===== config.mk =====
export PLATFORM = sky130hd
export DESIGN_NAME = seq_pattern_det
export DESIGN_NICKNAME = d
export VERILOG_FILES = /design/src/rtl/seq_det_pkg.sv /design/src/rtl/seq_det_window.sv /design/src/rtl/seq_pattern_det.sv
export SDC_FILE = /design/constraint.sdc
export NUM_CORES = 1
export LEC_CHECK = 0
export CAP_MARGIN = 20
export CORE_MARGIN = 1.5
export CORE_UTILIZATION = 46
export CTS_CLUSTER_SIZE = 12
export DETAILED_ROUTE_END_ITERATION = 10
export PLACE_DENSITY = 0.75
export SETUP_SLACK_MARGIN = 0.5
export SKIP_LAST_GASP = 1
export SYNTH_ARGS = -nofsm -noshare
export SYNTH_HDL_FRONTEND = slang
export SYNTH_SLANG_ARGS = --single-unit
export TNS_END_PERCENT = 30

===== constraint.sdc =====
create_clock -name clk -period 2.3 [get_ports clk]
set_clock_uncertainty 0.05 [all_clocks]
set_input_delay 0.575 -clock clk [delete_from_list [all_inputs] [get_ports clk]]
set_output_delay 0.575 -clock clk [all_outputs]
set_load 0.05 [all_outputs]

===== src/rtl/seq_det_pkg.sv =====
// Shared types and helpers for the serial pattern detector.
package seq_det_pkg;

  typedef enum logic [1:0] {
    IDLE = 2'd0,
    FILL = 2'd1,
    RUN  = 2'd2
  } state_t;

  // Bits needed to hold a pattern length of 0..pat_w.
  function automatic int len_w(input int pat_w);
    return $clog2(pat_w + 1);
  endfunction

endpackage


===== src/rtl/seq_det_window.sv =====
// Bit history plus length-masked comparator against the incoming beat.
// Latency: hit is combinational on in_bit and the stored history.
// Backpressure: none; history advances only when shift is asserted.
module seq_det_window
  import seq_det_pkg::*;
#(
  parameter int  PAT_W = 4,
  localparam int LEN_W = len_w(PAT_W)
) (
  input  logic             clk,
  input  logic             rst,
  input  logic             clr,
  input  logic             shift,
  input  logic             in_bit,
  input  logic [PAT_W-1:0] pattern,
  input  logic [LEN_W-1:0] len,
  output logic             hit
);

  // The oldest PAT_W-1 bits are stored; the beat in flight completes the window.
  logic [PAT_W-2:0] hist;
  logic [PAT_W-1:0] win;
  logic [PAT_W-1:0] mask;

  assign win = {hist, in_bit};

  always_ff @(posedge clk) begin
    if (rst || clr) begin
      hist <= '0;
    end else if (shift) begin
      hist <= win[PAT_W-2:0];
    end
  end

  always_comb begin
    mask = '0;
    for (int i = 0; i < PAT_W; i++) begin
      mask[i] = (i < int'(len));
    end
    hit = (((win ^ pattern) & mask) == '0);
  end

endmodule


===== src/rtl/seq_pattern_det.sv =====
// Serial MSB-first pattern detector with configurable length/overlap and a saturating match counter.
// Latency: match pulses one cycle after the completing accepted beat.
// Backpressure: none; in_valid gaps freeze all state, cfg_load drops a coincident beat.
module seq_pattern_det
  import seq_det_pkg::*;
#(
  parameter int  PAT_W = 4,
  parameter int  CNT_W = 8,
  localparam int LEN_W = len_w(PAT_W)
) (
  input  logic             clk,
  input  logic             rst,
  input  logic             cfg_load,
  input  logic [PAT_W-1:0] cfg_pattern,
  input  logic [LEN_W-1:0] cfg_len,
  input  logic             cfg_overlap,
  input  logic             cnt_clr,
  input  logic             in_valid,
  input  logic             in_bit,
  output logic             armed,
  output logic             match,
  output logic [CNT_W-1:0] match_count,
  output logic             count_sat
);

  state_t           state, state_nxt;
  logic [PAT_W-1:0] pat_q;
  logic [LEN_W-1:0] len_q;
  logic             ovl_q;
  logic [LEN_W-1:0] fill_cnt, fill_nxt;
  logic             match_nxt;
  logic [CNT_W-1:0] cnt_nxt;
  logic             cfg_ok, accept, hist_clr, hit, eligible;

  assign cfg_ok = (cfg_len != '0) && (cfg_len <= LEN_W'(PAT_W));
  assign accept = in_valid && (state != IDLE) && !cfg_load;
  assign armed  = (state != IDLE);

  seq_det_window #(.PAT_W(PAT_W)) u_window (
    .clk     (clk),
    .rst     (rst),
    .clr     (hist_clr),
    .shift   (accept),
    .in_bit  (in_bit),
    .pattern (pat_q),
    .len     (len_q),
    .hit     (hit)
  );

  always_comb begin
    state_nxt = state;
    fill_nxt  = fill_cnt;
    match_nxt = 1'b0;
    hist_clr  = 1'b0;
    eligible  = 1'b0;
    if (cfg_load) begin
      hist_clr  = 1'b1;
      fill_nxt  = '0;
      state_nxt = cfg_ok ? FILL : IDLE;
    end else if (accept) begin
      eligible = (state == RUN) || (LEN_W'(fill_cnt + LEN_W'(1)) == len_q);
      if (state == FILL) begin
        fill_nxt = LEN_W'(fill_cnt + LEN_W'(1));
      end
      if (eligible) begin
        state_nxt = RUN;
        if (hit) begin
          match_nxt = 1'b1;
          // Non-overlapping mode restarts the window from scratch after a match.
          if (!ovl_q) begin
            state_nxt = FILL;
            fill_nxt  = '0;
            hist_clr  = 1'b1;
          end
        end
      end
    end
  end

  always_comb begin
    cnt_nxt = match_count;
    if (cnt_clr) begin
      cnt_nxt = match_nxt ? CNT_W'(1) : '0;
    end else if (match_nxt && !(&match_count)) begin
      cnt_nxt = CNT_W'(match_count + CNT_W'(1));
    end
  end

  always_ff @(posedge clk) begin
    if (rst) begin
      state       <= IDLE;
      pat_q       <= '0;
      len_q       <= '0;
      ovl_q       <= 1'b0;
      fill_cnt    <= '0;
      match       <= 1'b0;
      match_count <= '0;
      count_sat   <= 1'b0;
    end else begin
      state       <= state_nxt;
      fill_cnt    <= fill_nxt;
      match       <= match_nxt;
      match_count <= cnt_nxt;
      count_sat   <= &cnt_nxt;
      if (cfg_load && cfg_ok) begin
        pat_q <= cfg_pattern;
        len_q <= cfg_len;
        ovl_q <= cfg_overlap;
      end
    end
  end

endmodule

==> metrics.csv <==
stage,metric,value,unit
grt,first-pass GRT wire length,5464,um
synthesis,syn_nets,162,
synthesis,ys flop type,dfxtp_1,
power,switching pwr,213.2,uW
power,switching part of the total power,0.2317,
placed_design,DP Area,1770,um2
timing,final worst slack,7.839,ps
timing,Final Cycle Share,0.9966,
route,met1 wire length,1532,um
grt,GRT overflow,0,
layout,share of cells above drive strength 1,0.2821,
cts,Worst-Skew Late Latency,330,ps
placed_design,gp weighted congestion,0.9041,
placed_design,PortBufs,24,
route,average routed wire per standard cell,14.94,um
layout,# nets final,212,
layout,Final Util,0.6842,
setup_path,CP Max Fanout,3,
timing,Final Hold Vio Count,0,
cts,Clock transition at path regs,160,ps
power,total power,919.9,uW
route,Vias/cell,5.531,
power,maximum vdd drop,0.3665,mV
synthesis,Synth Register Bits,26,
floorplan,Chip Height,56.42,um
layout,Antenna diodes,0,
setup_path,CP max stage cell,or3_1,
route,routed wl met3,91,um
floorplan,Rows,19,
route,DR pass1 iterations,4,
setup_path,crit-path cells,"or3_1, a222oi_1, nand4_1, buf_4, nor2_4, mux2_2, and4bb_1",
route,drc violations,0,
timing,hold_ws,444.7,ps
floorplan,Die Wd,56.42,um
setup_path,data required time of the worst path,2530,ps
placed_design,dpl ws,-488.8,ps
timing,Slew headroom,0.6691,
cts,Clock Path Buffers,2,
cts,htree depth,1,
timing,minimum clock period,2292,ps
route,Routed Antenna Nets,0,
route,DR vias,1250,
timing,Tightest Pin Transition,494.7,ps
cts,CTS root buf,clkbuf_4,
layout,"non-filler cells, final",226,
timing,Slew Limit Fails,0,
run,max-cap violation count,0,
status,status,completed,
setup_path,CP Data Arrival Time,2520,ps
placed_design,placed insts,219,
power,sequential share of power,0.511,
cts,Num CTS Buffers,3,
floorplan,Core Footprint,2734,um2
grt,vias in the first global route,1225,
timing,# setup viols final,0,
layout,post-route cell area,1871,um2
route,Iter 0 DRT Violations,33,
floorplan,Die Area,3183,um2
synthesis,Yosys top cell area share,0.3966,
synthesis,main area contributors after synthesis,"dfxtp_1, nor2_1, mux2i_1",
timing,accumulated negative setup slack,0,ps
power,Lkg Pwr,0.7757,nW
synthesis,"Seq/Total Area, Yosys",0.3966,
timing,fmax,436.3,MHz
synthesis,Synth cell types,40,
synthesis,asr flop ratio synth,0,
synthesis,Post-synth EDFFs,0,
floorplan,Starting Density,0.4801,
setup_path,crit-path max cell delay,380,ps
synthesis,most frequent cell after synthesis,nor2_1,
setup_path,crit path launch type,flip-flop,
synthesis,leading area contributor after synthesis,dfxtp_1,
floorplan,Top Ports,25,
layout,Layout area overhead,42.52,%
placed_design,placed wire-length estimate,2574,um
route,met2 WL,1722,um
grt,total track usage,0.2179,
cts,CTS tree,yes,
power,total power per unit cell area,491.8,nW/um2
worst_hold_path,Hold Crit Class,reg -> reg,
route,final wirelength,3376,um
grt,initial antenna violation count,0,
setup_path,Crit Path Category,reg -> reg,
power,Comb power frac,0.138,
grt,largest net degree at the start of global routing,16,
synthesis,Mapped Area,1313,um2
cts,"Hold-fix buffers, CTS",0,
setup_path,Critical Path End Type,flip-flop,
synthesis,most frequent cells after synthesis,"nor2_1, dfxtp_1, nand2_1, mux2i_1, o21ai_0",
route,DR top layer,met4,
synthesis,synth warn,0,
power,P_int,706.8,uW
synthesis,synthesized instance count,146,
power,Clock power frac,0.350,
cts,CTS Sinks,26,
timing,RSZ-0062 raised after global routing,yes,
synthesis,syn_area_per_cell,8.990,um2
logic make-up after synthesis:
group | count (synthesis) | synth area share
and+or+nand+nor | 61 | 0.2364
AOI/OAI and AO/OA | 26 | 0.1468
DFF | 26 | 0.3966
xor gates and xnor gates | 11 | 0.08484
muxes | 11 | 0.08485
buffers and inverters | 9 | 0.03146
adders and majority gates | 2 | 0.01906
power groups by stage:
stage | Sequential [mW] | Combinational [mW] | Clock (mW)
2_1_floorplan | 0.478 | 0.0546 | 0
3_3_place_gp | 0.479 | 0.118 | 0
3_5_place_dp | 0.480 | 0.122 | 0
4_1_cts | 0.470 | 0.124 | 0.328
5_1_grt | 0.472 | 0.136 | 0.342
6_report | 0.471 | 0.127 | 0.322
layer usage:
layer	up-vias	GRT usage
met2	23	0.3832
li1	617	-
met4	0	0.06463
met5	-	0
met1	606	0.2748
met3	4	0.03226
sequential cells by signal, summed over array words and instances, names as in the netlist:
| signal | cells |
|---|---|
| match | 1 |
| fill_cnt | 3 |
| count_sat | 1 |
| pat_q | 4 |
| ovl_q | 1 |
| match_count | 8 |
| u_window.hist | 3 |
| len_q | 3 |
| state | 2 |
cell usage in the layout, fill, tap and decap left out, types with 2 or more instances in the layout:
master / n
ha_1: 2
clkbuf_4: 3
a21oi_1: 5
o21ai_1: 2
xnor2_1: 5
or3_1: 2
o21ai_0: 6
nor2_1: 24
dfxtp_1: 19
nor4b_2: 3
xor2_1: 5
nand2b_1: 3
buf_4: 23
nor3_2: 2
nor2_2: 2
o21a_1: 2
nand3_1: 3
nand4_1: 4
buf_2: 3
nand2_1: 11
mux2i_1: 10
dfxtp_2: 7
clkdlybuf4s50_1: 20
inv_1: 5
cell type report:
type / count / area [um2]
Timing Repair Buffer: 49 / 427.9
Inverter: 5 / 18.77
Tap cell: 31 / 38.79
Clock buffer: 3 / 22.52
Clock inverter: 1 / 30.03
Sequential cell: 26 / 529.3
Fill cell: 216 / 863.3
Multi-Input combinational cell: 111 / 803.3
path summary, 6_finish.rpt:
path | slack, ps | cells after the start | end | from
worst max-delay path | 8 | 7 | count_sat | len_q[2]
worst min-delay path | 440 | 2 | u_window.hist[2] | u_window.hist[1]
worst max register to register | 8 | 7 | count_sat | len_q[2]
worst min register to register | 440 | 2 | u_window.hist[2] | u_window.hist[1]
critical path: cells and delay by family (launching register included):
kind,cells,cell delay [ps]
buffers and inverters,1,190
AOI/OAI and AO/OA,1,370
DFF,1,370
muxes,1,330
and+or+nand+nor,4,930
what timing repair did:
item	CTS	global route
pin swaps	4	2
endpoints found under the setup margin	29	28
resized for setup	25	3
buffers inserted	2	1
No activity file was read; power rests on OpenSTA's default activity.
